[src/rtl/multiword_add_seq.sv]
// Streams wide additions through an external N-bit adder, one chunk per cycle, LS chunk first.
// Latency: 1 cycle from input accept to registered result beat.
// Backpressure: in_ready = !out_valid | out_ready; output holds while stalled.
module multiword_add_seq #(
    parameter int N     = 30,
    parameter int WORDS = 4
) (
    input  logic         clk,
    input  logic         rst,
    input  logic         in_valid,
    output logic         in_ready,
    input  logic         in_first,
    input  logic         in_last,
    input  logic [N-1:0] in_a,
    input  logic [N-1:0] in_b,
    output logic [N-1:0] add_a,
    output logic [N-1:0] add_b,
    output logic         add_cin,
    input  logic [N-1:0] add_sum,
    input  logic         add_cout,
    output logic         out_valid,
    input  logic         out_ready,
    output logic [N-1:0] out_sum,
    output logic         out_last,
    output logic         out_cout,
    output logic         out_err
);
    localparam int CW = (WORDS > 1) ? $clog2(WORDS) : 1;
    localparam logic [CW-1:0] LAST_IDX = CW'(WORDS - 1);

    typedef enum logic {IDLE, RUN} state_t;

    state_t        state, state_nxt;
    logic          carry_q;
    logic [CW-1:0] cnt;

    logic          accept;
    logic          start;
    logic [CW-1:0] idx;
    logic          forced_last;
    logic          last;
    logic          err;

    assign in_ready = !out_valid | out_ready;
    assign accept   = in_valid & in_ready;
    assign add_a    = in_a;
    assign add_b    = in_b;

    always_comb begin
        state_nxt   = state;
        start       = in_first | (state == IDLE);
        idx         = start ? '0 : cnt;
        forced_last = (idx == LAST_IDX);
        last        = in_last | forced_last;
        add_cin     = start ? 1'b0 : carry_q;
        // A missing first, an abandoned operation, or an overrun all flag the beat.
        err         = (!in_first && state == IDLE) ||
                      ( in_first && state == RUN)  ||
                      (forced_last && !in_last);
        if (accept) begin
            state_nxt = last ? IDLE : RUN;
        end
    end

    always_ff @(posedge clk) begin
        if (rst) begin
            state     <= IDLE;
            carry_q   <= 1'b0;
            cnt       <= '0;
            out_valid <= 1'b0;
            out_sum   <= '0;
            out_last  <= 1'b0;
            out_cout  <= 1'b0;
            out_err   <= 1'b0;
        end else begin
            state <= state_nxt;
            if (accept) begin
                carry_q   <= last ? 1'b0 : add_cout;
                cnt       <= start ? CW'(1) : cnt + 1'b1;
                out_valid <= 1'b1;
                out_sum   <= add_sum;
                out_last  <= last;
                out_cout  <= last ? add_cout : 1'b0;
                out_err   <= err;
            end else if (out_ready) begin
                out_valid <= 1'b0;
            end
        end
    end
endmodule

[config.mk]
export PLATFORM = sky130hd
export DESIGN_NAME = multiword_add_seq
export DESIGN_NICKNAME = d
export VERILOG_FILES = /design/src/rtl/multiword_add_seq.sv
export SDC_FILE = /design/constraint.sdc
export NUM_CORES = 1
export LEC_CHECK = 0
export CAP_MARGIN = 10
export CORE_UTILIZATION = 33
export CTS_CLUSTER_SIZE = 8
export DETAILED_ROUTE_END_ITERATION = 10
export HOLD_SLACK_MARGIN = 0.06
export PLACE_DENSITY = 0.92
export SLEW_MARGIN = 20
export SYNTH_ARGS = -nofsm -noshare
export SYNTH_HDL_FRONTEND = slang
export SYNTH_SLANG_ARGS = --single-unit
export TNS_END_PERCENT = 50
[constraint.sdc]
create_clock -name clk -period 2.2 [get_ports clk]
set_clock_uncertainty 0.05 [all_clocks]
set_input_delay 0.22 -clock clk [delete_from_list [all_inputs] [get_ports clk]]
set_output_delay 0.22 -clock clk [all_outputs]
set_load 0.1 [all_outputs]
# == Word-level counts from Yosys, hierarchy flattened ==
# Index checks and enable logic that the tools add are counted.
# totals
reg_bits,38
latchBits,0
ram_bits,0
rom_bits,0
input_bits,97
output_inout_bits,96
word_cells,32
n_memories,0
# classes
addsub,1
n_mul,0
div_mod_pow,0
n_lt_le_gt_ge,0
eq_ne,1
shift,0
muxes,8
n_bitwise,5
reduce_logical,9
# ops
cell,count
$mux W1,6
$mux W2,2
$logic_and A1 B1 Y1,3
$logic_not A1 Y1,3
$or A1 B1 Y1,3
$add A2 B1 Y2 const B,1
$eq A2 B2 Y1 const B,1
$logic_or A1 B1 Y1,2
$reduce_bool A2 Y1,1
$and A1 B1 Y1,1
$not A1 Y1,1

# == Longest topological paths before layout ==
# depth
depth_word,6
mapped_depth,6

# == Worst setup path before layout ==
# No wires, ideal clock.
# synth_timing
kind,reg2reg
from,register out_valid
to,register state
setup_ns,0.132
t_arrival_ns,1.803
required_ns,2.018
setup_slack_ns,0.215
stages_incl_launch_ff,7
period_less_slack_ns,1.985
cell_sequence,dfxtp_1 > nor2b_4 > buf_6 > inv_6 > buf_4 > nand3_1 > a21oi_1
# synth_between
elab_chain_len,3
# synth_rtl
element,line_no,text
start: declaration,21,"output logic out_valid,"
start signal: assignment,70,out_valid <= 1'b0;
start signal: assignment,80,out_valid <= 1'b1;
start signal: assignment,86,out_valid <= 1'b0;
$logic_not A1 Y1,44,assign in_ready = !out_valid | out_ready;
$or A1 B1 Y1,44,
net in_ready,11,"output logic in_ready,"
$and A1 B1 Y1,45,assign accept = in_valid & in_ready;
end signal: assignment,76,state <= state_nxt;
end: declaration,33,"state_t state, state_nxt;"
# The timed path passes the listed nets, and every way through them passes these cells.
# A chain may end at the register's enable or synchronous reset.

# == Worst setup path after layout ==
# layout_timing
from,input port out_ready
to,output port in_ready
# layout_between
elab_chain_len,1
# layout_rtl
element,line_no,text
start: declaration,22,"input logic out_ready,"
$or A1 B1 Y1,44,
end: declaration,11,
# No other way between the ends.

==> impl_metrics.yaml <==
job:
  drv_cap: 0
floorplanning:
  fp-row-count: 28
  start_util: 0.341
  core_mm2: 0.00592
  die_h_um: 80.2
  dieArea_mm2: 0.00643
  die_x_um: 80.2
  ioPinCount: 193
sta:
  relSlewSlack: 0.635
  rsz0062_at_grt: "false"
  finalSetupViolations: 0
  slew_viol_final: 0
  hold_viol: 0
  worst_slack_ps: 538
  fin_crit_ps: 1660
  fmax_ghz: 0.602
  period_share: 0.756
  tightest_slew_ps: 547
  finalSetupTns_ps: 0
layout:
  utilization: 0.390
  synthToLayoutAreaGrowth_pct: 14.5
  num-nets-final: 342
  diodes: 0
  fill_cells: 582
  drive_gt1_frac: 0.213
setup_path:
  crit_chain: "clkdlybuf4s50_1, nor2b_4, inv_6, buf_12"
  worstPathArrival_ps: 1390
  max_stage_delay_ps: 460
  cp-end-kind: "primary output"
  crit_start: "out_ready"
  worstSetupStartpointType: "input port"
  crit_slowest_cell: "clkdlybuf4s50_1"
  path_class: "in2out"
  crit-reg2reg-launch: "out_valid"
  cp.required_ps: 1930
  cp_max_fo: 41
routing:
  via_per_inst: 5.15
  wl_per_cell_um: 14.6
  via_count: 1644
  drt-initial-drc-count: 95
  postRouteAntennaNets: 0
  routed_wl_um: 4670
  dr.pass1.iters: 4
  drc: 0
power:
  p_leak_nw: 0.911
  power_density_mw_per_mm2: 762
  peakVddDrop_v: 0.000311
  finalPower_mw: 1.76
clock_tree:
  hold_buffers: 0
  post_cts_buffers: 0
  h-tree-depth: 2
  cts_resized: 0
  cts_buffer_depth: 2
  cts_tree: "built"
  root_buffer: "clkbuf_8"
  cts_num_sinks: 38
  insertion_delay_ps: 280
  numCtsBuffers: 5
placement:
  preCtsSetupSlack_ps: 369
  place_hpwl_um: 3020
  io_buffers: 72
  place_congestion: 0.688
synthesis:
  yosysSeqAreaShare: 0.377
  ys_warn_count: 0
  synth_cell_types: 25
  syn_area_mm2: 0.00202
  ys_ff_latch: 38
  synth_area_per_cell_um2: 8.41
  syn_nets: 339
  syn_inst: 240
global_routing:
  grt_pass1_vias: 1569
  antenna_found_initial: 0
  grt_use_total: 0.148
  grt_max_degree: 42
  grt_pass1_wl_um: 7400
  grt_overflow: 0
hold_path:
  hold_class: "in2out"
  hold_path_startpoint: "in_a[20]"
run_status:
  status: "completed"
[layer usage]
layer	GRT usage	vias to the layer above	wire length (um)
met1	0.163	770	1890
met4	0.0857	0	155
li1	-	775	-
met3	0.0602	30	389
met5	0	-	0
met2	0.239	69	2230
[Yosys cell counts]
library cell	number	area share
a2111oi_2	1	0.0074
a21oi_1	37	0.092
a21oi_2	1	0.0043
a311oi_2	1	0.0074
a41oi_1	1	0.0043
and2_1	1	0.0031
and4_1	2	0.0087
buf_12	1	0.0099
buf_2	5	0.012
buf_4	65	0.24
buf_6	1	0.0056
clkbuf_1	7	0.013
dfxtp_1	38	0.38
ha_1	2	0.012
inv_1	2	0.0037
inv_2	1	0.0019
inv_6	1	0.0043
nand3_1	31	0.077
nand4_1	2	0.0062
nand4b_1	1	0.0043
nor2b_1	2	0.0062
nor2b_4	1	0.0068
nor3_1	2	0.0050
o21ai_0	33	0.082
o31ai_1	1	0.0037
[critical path, delay by kind of cell]
| family | cells | cell delay [ps] |
|---|---|---|
| buffers and inverters | 3 | 870 |
| AND/OR/NAND/NOR | 1 | 290 |
[final cells by class]
| type | instances | area [um^2] | share of cell area |
|---|---|---|---|
| flip-flops and latches | 38 | 761 | 0.329 |
| repair buffers | 75 | 678 | 0.293 |
| multi-input cells | 119 | 667 | 0.289 |
| well taps | 75 | 93.8 | 0.0406 |
| clock buffers | 7 | 86.3 | 0.0374 |
| inverters | 4 | 20.0 | 0.00866 |
| clock inverters | 1 | 5.00 | 0.00217 |
[per-stage QoR]
stage	hold slack (ps)	instances	cell area [um^2]
after floorplan	318	240	2020
after global placement	391	311	2220
after detailed placement	391	311	2220
after CTS	391	319	2310
after global routing	390	319	2310
final	390	319	2310
[where the power goes]
part	leakage (nW)	switching (mW)	internal, mW
Clock	0.0482	0.238	0.253
Sequential	0.313	0.0204	0.728
Combinational	0.549	0.378	0.143
Total	0.911	0.637	1.12
[registers in the layout, indices dropped and copies added, names as in the netlist]
signal,count
carry_q,1
state,1
out_err,1
out_last,1
out_cout,1
out_sum,30
cnt,2
out_valid,1
[placed cells by master, fill, tap and decap left out]
cell type	Yosys	routed
a2111oi_2	1	1
a21oi_1	37	37
a21oi_2	1	1
a311oi_2	1	1
a41oi_1	1	1
and2_1	1	1
and4_1	2	2
buf_12	1	2
buf_4	65	37
clkbuf_1	7	1
clkbuf_8	0	6
clkdlybuf4s50_1	0	36
clkinv_2	0	1
dfxtp_1	38	38
ha_1	2	2
inv_1	2	2
inv_2	1	1
inv_6	1	1
nand3_1	31	31
nand4_1	2	2
nand4b_1	1	1
nor2b_1	2	2
nor2b_4	1	1
nor3_1	2	2
o21ai_0	33	33
o31ai_1	1	1
[path summary, 6_finish.rpt]
path,to,slack [ps],cells after the start
max,in_ready,540,4
min,add_a[20],390,0
max reg2reg,out_sum[22],800,4
min reg2reg,out_sum[1],420,2
[logic make-up after synthesis]
group / synth area share
buffers and inverters: 0.293
AOI/OAI and AO/OA: 0.201
and+or+nand+nor: 0.117
DFF: 0.377
adders and majority gates: 0.0124
Note: power is estimated with default switching activity, not from simulation.
